<file path="config.mk">
export PLATFORM = sky130hd
export DESIGN_NAME = restore_divider_hs
export DESIGN_NICKNAME = d
export VERILOG_FILES = /design/src/rtl/restore_div_pkg.sv /design/src/rtl/restore_div_step.sv /design/src/rtl/restore_divider_hs.sv
export SDC_FILE = /design/constraint.sdc
export NUM_CORES = 1
export LEC_CHECK = 0
export ABC_AREA = 0
export CAP_MARGIN = 25
export CORE_ASPECT_RATIO = 1.4
export CORE_MARGIN = 8
export CORE_UTILIZATION = 45
export DETAILED_ROUTE_END_ITERATION = 10
export PLACE_DENSITY = 0.67
export SETUP_SLACK_MARGIN = 0.05
export SLEW_MARGIN = 20
export SYNTH_ARGS = -nofsm -noshare
export SYNTH_HDL_FRONTEND = slang
export SYNTH_SLANG_ARGS = --single-unit
</file>
<file path="constraint.sdc">
create_clock -name clk -period 2.7 [get_ports clk]
set_clock_uncertainty 0.05 [all_clocks]
set_input_delay 0.54 -clock clk [delete_from_list [all_inputs] [get_ports clk]]
set_output_delay 0.54 -clock clk [all_outputs]
set_load 0.1 [all_outputs]
</file>
<file path="src/rtl/restore_div_pkg.sv">
// Shared types and elaboration helpers for the handshaked restoring divider.
package restore_div_pkg;

    typedef enum logic [1:0] {
        IDLE,
        CALC,
        FIX,
        DONE
    } state_e;

    function automatic int iter_count(input int dividend_w, input int bits_per_cycle);
        return dividend_w / bits_per_cycle;
    endfunction

    function automatic int cnt_width(input int iter);
        return (iter < 2) ? 1 : $clog2(iter + 1);
    endfunction

    function automatic bit params_ok(input int dividend_w, input int divisor_w, input int bits_per_cycle);
        return (dividend_w >= 2) && (divisor_w >= 2) && (divisor_w <= dividend_w) &&
               (bits_per_cycle >= 1) && ((dividend_w % bits_per_cycle) == 0) &&
               ((bits_per_cycle & (bits_per_cycle - 1)) == 0);
    endfunction

endpackage

</file>
<file path="src/rtl/restore_div_step.sv">
// One combinational restoring step: shift a dividend bit into the partial
// remainder, trial-subtract the divisor, keep the difference if non-negative.
module restore_div_step #(
    parameter int DIVISOR_W = 8
) (
    input  logic [DIVISOR_W-1:0] rem_i,
    input  logic                 bit_i,
    input  logic [DIVISOR_W-1:0] div_i,
    output logic [DIVISOR_W-1:0] rem_o,
    output logic                 q_o
);

    // The extra top bit is the guard that lets divisors with MSB set work.
    logic [DIVISOR_W:0] trial;

    assign trial = {rem_i, bit_i};
    assign q_o   = (trial >= {1'b0, div_i});
    assign rem_o = q_o ? DIVISOR_W'(trial - {1'b0, div_i}) : trial[DIVISOR_W-1:0];

endmodule

</file>
<file path="src/rtl/restore_divider_hs.sv">
// Multi-cycle restoring divider with valid/ready on both sides, signed or
// unsigned per operation, and divide-by-zero / signed-overflow flags.
module restore_divider_hs
    import restore_div_pkg::*;
#(
    parameter int DIVIDEND_W     = 16,
    parameter int DIVISOR_W      = 8,
    parameter int BITS_PER_CYCLE = 1
) (
    input  logic                  clk,
    input  logic                  rst_n,
    input  logic                  in_valid,
    output logic                  in_ready,
    input  logic [DIVIDEND_W-1:0] dividend,
    input  logic [DIVISOR_W-1:0]  divisor,
    input  logic                  signed_mode,
    output logic                  out_valid,
    input  logic                  out_ready,
    output logic [DIVIDEND_W-1:0] quotient,
    output logic [DIVISOR_W-1:0]  remainder,
    output logic                  div_by_zero,
    output logic                  overflow
);

    localparam int ITER  = iter_count(DIVIDEND_W, BITS_PER_CYCLE);
    localparam int CNT_W = cnt_width(ITER);

    if (!params_ok(DIVIDEND_W, DIVISOR_W, BITS_PER_CYCLE)) begin : g_param_check
        $error("restore_divider_hs: illegal parameter combination");
    end

    state_e                state_q, state_d;
    logic [DIVIDEND_W-1:0] dq_q;
    logic [DIVISOR_W-1:0]  rem_q, div_q;
    logic [CNT_W-1:0]      cnt_q;
    logic                  q_neg_q, r_neg_q, mode_q, ovf_q;
    logic                  out_valid_q, div_by_zero_q, overflow_q;
    logic [DIVIDEND_W-1:0] quotient_q;
    logic [DIVISOR_W-1:0]  remainder_q;

    logic                  accept, dz_in, a_neg, b_neg, ovf_in;
    logic [DIVIDEND_W-1:0] a_abs, dq_step;
    logic [DIVISOR_W-1:0]  b_abs, rem_step;

    assign in_ready = (state_q == IDLE) || ((state_q == DONE) && out_ready);
    assign accept   = in_valid && in_ready;
    assign dz_in    = (divisor == '0);
    assign a_neg    = signed_mode && dividend[DIVIDEND_W-1];
    assign b_neg    = signed_mode && divisor[DIVISOR_W-1];
    assign a_abs    = a_neg ? -dividend : dividend;
    assign b_abs    = b_neg ? -divisor : divisor;
    assign ovf_in   = signed_mode && (dividend == {1'b1, {(DIVIDEND_W-1){1'b0}}}) && (divisor == '1);

    // dq_q starts as |dividend| and fills with quotient bits from the LSB end.
    for (genvar i = 0; i < BITS_PER_CYCLE; i++) begin : g_step
        logic [DIVISOR_W-1:0]  rem_in, rem_out;
        logic [DIVIDEND_W-1:0] dq_in, dq_out;
        logic                  q_bit;

        if (i == 0) begin : g_head
            assign rem_in = rem_q;
            assign dq_in  = dq_q;
        end else begin : g_link
            assign rem_in = g_step[i-1].rem_out;
            assign dq_in  = g_step[i-1].dq_out;
        end

        restore_div_step #(.DIVISOR_W(DIVISOR_W)) u_step (
            .rem_i (rem_in),
            .bit_i (dq_in[DIVIDEND_W-1]),
            .div_i (div_q),
            .rem_o (rem_out),
            .q_o   (q_bit)
        );

        assign dq_out = {dq_in[DIVIDEND_W-2:0], q_bit};
    end

    assign dq_step  = g_step[BITS_PER_CYCLE-1].dq_out;
    assign rem_step = g_step[BITS_PER_CYCLE-1].rem_out;

    always_comb begin
        state_d = state_q;
        case (state_q)
            IDLE: if (accept) state_d = dz_in ? DONE : CALC;
            CALC: if (cnt_q == CNT_W'(ITER - 1)) state_d = FIX;
            FIX:  state_d = DONE;
            DONE: begin
                if (accept)         state_d = dz_in ? DONE : CALC;
                else if (out_ready) state_d = IDLE;
            end
            default: state_d = IDLE;
        endcase
    end

    always_ff @(posedge clk or negedge rst_n) begin
        if (!rst_n) begin
            state_q <= IDLE;
        end else begin
            state_q <= state_d;
        end
    end

    always_ff @(posedge clk or negedge rst_n) begin
        if (!rst_n) begin
            dq_q          <= '0;
            rem_q         <= '0;
            div_q         <= '0;
            cnt_q         <= '0;
            q_neg_q       <= 1'b0;
            r_neg_q       <= 1'b0;
            mode_q        <= 1'b0;
            ovf_q         <= 1'b0;
            out_valid_q   <= 1'b0;
            div_by_zero_q <= 1'b0;
            overflow_q    <= 1'b0;
            quotient_q    <= '0;
            remainder_q   <= '0;
        end else if (accept) begin
            dq_q          <= a_abs;
            rem_q         <= '0;
            div_q         <= b_abs;
            cnt_q         <= '0;
            q_neg_q       <= a_neg ^ b_neg;
            r_neg_q       <= a_neg;
            mode_q        <= signed_mode;
            ovf_q         <= ovf_in;
            overflow_q    <= 1'b0;
            div_by_zero_q <= dz_in;
            out_valid_q   <= dz_in;
            if (dz_in) begin
                quotient_q  <= '1;
                remainder_q <= dividend[DIVISOR_W-1:0];
            end
        end else begin
            case (state_q)
                CALC: begin
                    dq_q  <= dq_step;
                    rem_q <= rem_step;
                    cnt_q <= cnt_q + CNT_W'(1);
                end
                FIX: begin
                    quotient_q  <= (mode_q && q_neg_q) ? -dq_q : dq_q;
                    remainder_q <= (mode_q && r_neg_q) ? -rem_q : rem_q;
                    overflow_q  <= ovf_q;
                    out_valid_q <= 1'b1;
                end
                DONE: if (out_ready) out_valid_q <= 1'b0;
                default: ;
            endcase
        end
    end

    assign out_valid   = out_valid_q;
    assign quotient    = quotient_q;
    assign remainder   = remainder_q;
    assign div_by_zero = div_by_zero_q;
    assign overflow    = overflow_q;

endmodule

</file>
Word-level counts from Yosys, hierarchy flattened
Cells that the tools add are included.
W data, S select, Z words.
{ "classes": {"muxes": 28, "add_sub_neg": 6, "order_cmp": 1, "eq_ne": 10, "n_reduce_logical": 17, "n_bitwise": 1} }
{ "ops": {"columns": ["cell", "n"], "rows": [
  ["$mux W16", 7],
  ["$mux W8", 8],
  ["$neg A16 Y16", 2],
  ["$eq A16 B16 Y1 const B", 1],
  ["$neg A8 Y8", 2],
  ["$mux W2", 5],
  ["$mux W5", 2],
  ["$ge A9 B8 Y1", 1],
  ["$eq A8 B8 Y1 const B", 1],
  ["$logic_and A1 B1 Y1", 8],
  ["$logic_not A8 Y1", 1],
  ["$pmux W2 S4", 1],
  ["$sub A8 B8 Y8", 1],
  ["$add A5 B1 Y5 const B", 1],
  ["$eq A5 B4 Y1 const B", 1],
  ["$eq A2 B2 Y1 const B", 2],
  ["$mux W1", 4],
  ["$ne A2 B2 Y1 const B", 2],
  ["$reduce_and A2 Y1", 2],
  ["$reduce_bool A2 Y1", 2],
  ["$ne A3 B3 Y1 const B", 1],
  ["$reduce_and A3 Y1", 1],
  ["$reduce_bool A3 Y1", 1],
  ["$eq A2 B1 Y1 const B", 1],
  ["5 further kinds", 5]
]} }
{ "word_totals": {"ff_bits": 70, "output_inout_bits": 28, "in_bits": 29} }

Depth between registers and ports, before layout
{ "depth": {"depth_word": 6, "depth_mapped": 9, "depth_no_buf": 9} }

Cells and area by module
A second synthesis with hierarchy kept.
{ "unflattened": {"hier_cells": 525, "hier_area_um2": 4418.0} }
{ "by_module_without_submodules": {"columns": ["mod", "cells_each", "seq_area_each_um2", "area_per_inst_um2", "instances"], "rows": [
  ["restore_divider_hs", 456, 1751.7, 3897.5, 1],
  ["restore_div_step", 69, 0.0, 520.5, 1]
]} }

Worst setup path before layout
No wires, ideal clock.
{ "synth_path": {"kind": "input -> output", "from": "in out_ready", "to": "out in_ready", "path_buffers": 0, "arrival_ns": 1.984, "setup_slack_ns": 0.126, "stages": 2, "path_cell_list": "a21boi_0 nor2_1"} }
{ "synth_via": {"elab_chain_cells": 2} }
{ "synth_lines": {"columns": ["element", "line", "source"], "rows": [
  ["from (decl)", "restore_divider_hs.sv:18", "input logic out_ready,"],
  ["$logic_and A1 B1 Y1", "restore_divider_hs.sv:45", "assign in_ready = (state_q == IDLE) || ((state_q == DONE) && out_ready);"],
  ["$logic_or A1 B1 Y1", "restore_divider_hs.sv:45", null],
  ["to (decl)", "restore_divider_hs.sv:13", "output logic in_ready,"]
]} }
No other way between the ends.

Worst setup path in the final report
{ "layout_path": {"from": "in divisor[3]", "to": "reg remainder_q[4] (netlist: remainder[4])"} }
{ "layout_via": {"elab_chain_cells": 3} }
{ "layout_lines": {"columns": ["element", "line", "source"], "rows": [
  ["from (decl)", "restore_divider_hs.sv:15", "input logic [DIVISOR_W-1:0] divisor,"],
  ["$logic_not A8 Y1", "restore_divider_hs.sv:47", "assign dz_in = (divisor == '0);"],
  ["$ne A2 B1 Y1 (no source line)", null, null],
  ["$reduce_and A2 Y1 (no source line)", null, null],
  ["to (signal assigned)", "restore_divider_hs.sv:133", "remainder_q <= dividend[DIVISOR_W-1:0];"],
  ["to (signal assigned)", "restore_divider_hs.sv:144", "remainder_q <= (mode_q && r_neg_q) ? -rem_q : rem_q;"],
  ["to (decl)", "restore_divider_hs.sv:39", "logic [DIVISOR_W-1:0] remainder_q;"]
]} }
No other way between the ends.
A chain may end at the register's enable or synchronous reset.

==> flow_summary.ini <==
[timing]
drv_slew = 0
hold_viol = 0
setup_viol = 0
tightest_slew_ns = 0.762
relSlewSlack_pct = 49.2
finalWorstSetupSlack_ns = 0.316
fin_crit_ns = 2.38
rsz0062_at_grt = false
whs_ns = 0.167
max_freq_mhz = 419
final.period_utilization_pct = 88.3

[clock_tree]
cts_made_buffers = 9
cts_tree = built
clkTransAtPathRegs_ns = 0.05
clk_latency_ns = 0.34
clock-sinks = 70
cts_resized = 0
cts_setup_buffers = 0
root_buffer = clkbuf_16
clk_path_buf_depth = 2
htree_num_levels = 3
cts_hold_buf = 0

[floorplanning]
pin_count = 57
core-area_sq_mm = 0.00935
die-area_sq_mm = 0.0129
die_w_microns = 98.3
dieHeight_microns = 131
initial_core_util_pct = 45.6
row_count = 42

[worst_setup_path]
ff2ff_path_depth = 9
critPathLaunchType = primary input
crit_slowest_cell = or4_4
crit_type = in -> reg
cp_max_fo = 11
required_ns = 2.90
crit_chain = clkdlybuf4s50_1 > or4_4 > or3_4 > o21ai_4 > buf_12 > o21ai_0 > o22ai_1
cp-end-kind = flip-flop
arrival_ns = 2.58
max_stage_delay_ns = 0.55

[global_routing]
groute.usage.overall_pct = 18.7
grt-ovfl-total = 0
first_global_vias = 3867
grt_pass1_wl_mm = 19.0
antenna_found_initial = 0
grt_start_max_net_pins = 71

[final_layout]
syn_to_final_growth_pct = 24.5
layout-drive-gt1-share_pct = 13.5
diodes = 0
fin_area_sq_mm = 0.00531
nFillCells = 870
multi_input_area_sq_mm = 0.00232
seqCellArea_sq_mm = 0.00175
final_nets = 611
fin_util_pct = 56.7

[place]
gp_congestion = 0.901
dpl_cell_area_sq_mm = 0.00501
io_buffers = 56
hpwl_mm = 8.80
place_ws_ns = -0.0515

[min_path]
hold_class = in -> async

[logic_synthesis]
synth_edf_count = 0
yosysSeqAreaShare_pct = 41.1
synthFlopType = dfrtp_1
synth_fp_nets = 543
ys_ff_latch = 70
syn_area_per_cell_sq_um = 8.56
synthDistinctLibCells = 51
ys_warn_count = 0
async_flop_share_pct = 100
syn_area_sq_mm = 0.00426
syn_inst = 498

[job]
maxCapViolCount = 0

[route]
drtIter0Drc = 159
ant_nets = 0
vias = 3850
drcViolationCount = 0
wl_mm = 11.5
wl_per_cell_microns = 17.0
dr.pass1.iters = 4
vias_per_cell = 5.65

[status]
status = finished clean

[pwr]
p_per_area_mw_per_mm2 = 1430
peakVddDrop_v = 0.000607
power_w = 0.00759
leakage_nw = 2.28
## through the flow
step,instances,TNS [ns]
floorplan,498,0
global placement,665,-0.0220
detailed placement,665,-0.0515
CTS,681,0
global route,681,0
finish,681,0
## state kept, by name, indices dropped and copies added (netlist names)
register and cells:
g_step.rem_in 8, ovf_q 1, mode_q 1, state_q 2
out_valid 1, cnt_q 5, overflow 1, div_q 8
q_neg_q 1, div_by_zero 1, dq_q 16, r_neg_q 1
remainder 8, quotient 16
## critical path, delay by kind of cell
family          cells  cell delay (ns)
buf+inv             2             0.58
compound gates      3             0.51
simple gates        2             0.95
## per-layer routing
layer	up-vias	GRT usage, %	part of all wire [%]
met3	25	3.38	3.4
met1	1865	20.1	40
met5	-	0	0
met4	0	11.7	3.6
li1	1891	-	-
met2	69	33.0	53
## cell families after synthesis
kind of cell               synth area share [%]
AOI/OAI and AO/OA                          18.4
and+or+nand+nor                            20.2
buffers and inverters                      4.49
muxes                                      1.67
xor gates and xnor gates                   9.25
DFF                                        41.1
adders and majority gates                  4.87
## synthesized netlist by cell type, types with 5 or more instances
cell / n / area [sq um]
nand3_1: 23 / 115
inv_1: 23 / 86.3
o211ai_1: 6 / 45.0
xnor2_1: 26 / 228
dfrtp_1: 70 / 1750
clkbuf_1: 18 / 67.6
nand2_1: 50 / 188
a31oi_1: 7 / 43.8
nor3_1: 9 / 45.0
ha_1: 15 / 188
a211oi_1: 5 / 37.5
o21ai_0: 38 / 190
nor4_1: 6 / 37.5
nor2b_1: 7 / 43.8
nor2_1: 60 / 225
a21oi_1: 43 / 215
mux2i_1: 6 / 60.1
and3_1: 7 / 43.8
a22oi_1: 7 / 52.6
xor2_1: 19 / 166
## report_power, final
part | total (W) | switching [W] | internal (W)
registers | 0.00201 | 0.000472 | 0.00154
clock network | 0.00119 | 0.000434 | 0.000760
logic | 0.00439 | 0.00295 | 0.00143
## path summary, 6_finish.rpt
kind / from / to / slack [ns]
setup / recovery: divisor[3] / remainder[4]$_DFFE_PN0P_ / 0.32
hold / removal: rst_n / quotient[5]$_DFFE_PN0P_ / 0.17
setup reg to reg: dq_q[15]$_DFFE_PN0P_ / g_step[0].rem_in[6]$_DFFE_PN0P_ / 0.38
hold reg to reg: div_q[2]$_DFFE_PN0P_ / div_q[2]$_DFFE_PN0P_ / 0.43
max in group asynchronous: rst_n / g_step[0].rem_in[4]$_DFFE_PN0P_ / 2.12
min in group clk: div_q[2]$_DFFE_PN0P_ / div_q[2]$_DFFE_PN0P_ / 0.43
## cells in the final DEF, fill, tap and decap left out, drive strengths merged, types with 5 or more instances in the layout
cell type and count:
a21oi 43, a22oi 7, clkdlybuf4s50 27, buf 54
xnor2 26, o211ai 6, a211oi 5, nor4 6
and3 7, mux2i 6, nand3 23, nor2b 7
dfrtp 70, a31oi 7, nand2 50, o21ai 39
inv 23, clkbuf 12, nor2 60, ha 15
nor3 9, xor2 19
## layout make-up
cell class	instances	share of cell area [%]
well taps	110	2.59
clock buffers	12	4.83
flip-flops and latches	70	33.0
clock inverters	4	0.849
repair buffers	81	13.4
inverters	23	1.63
multi-input cells	381	43.7
(Power assumes the default switching activity.)
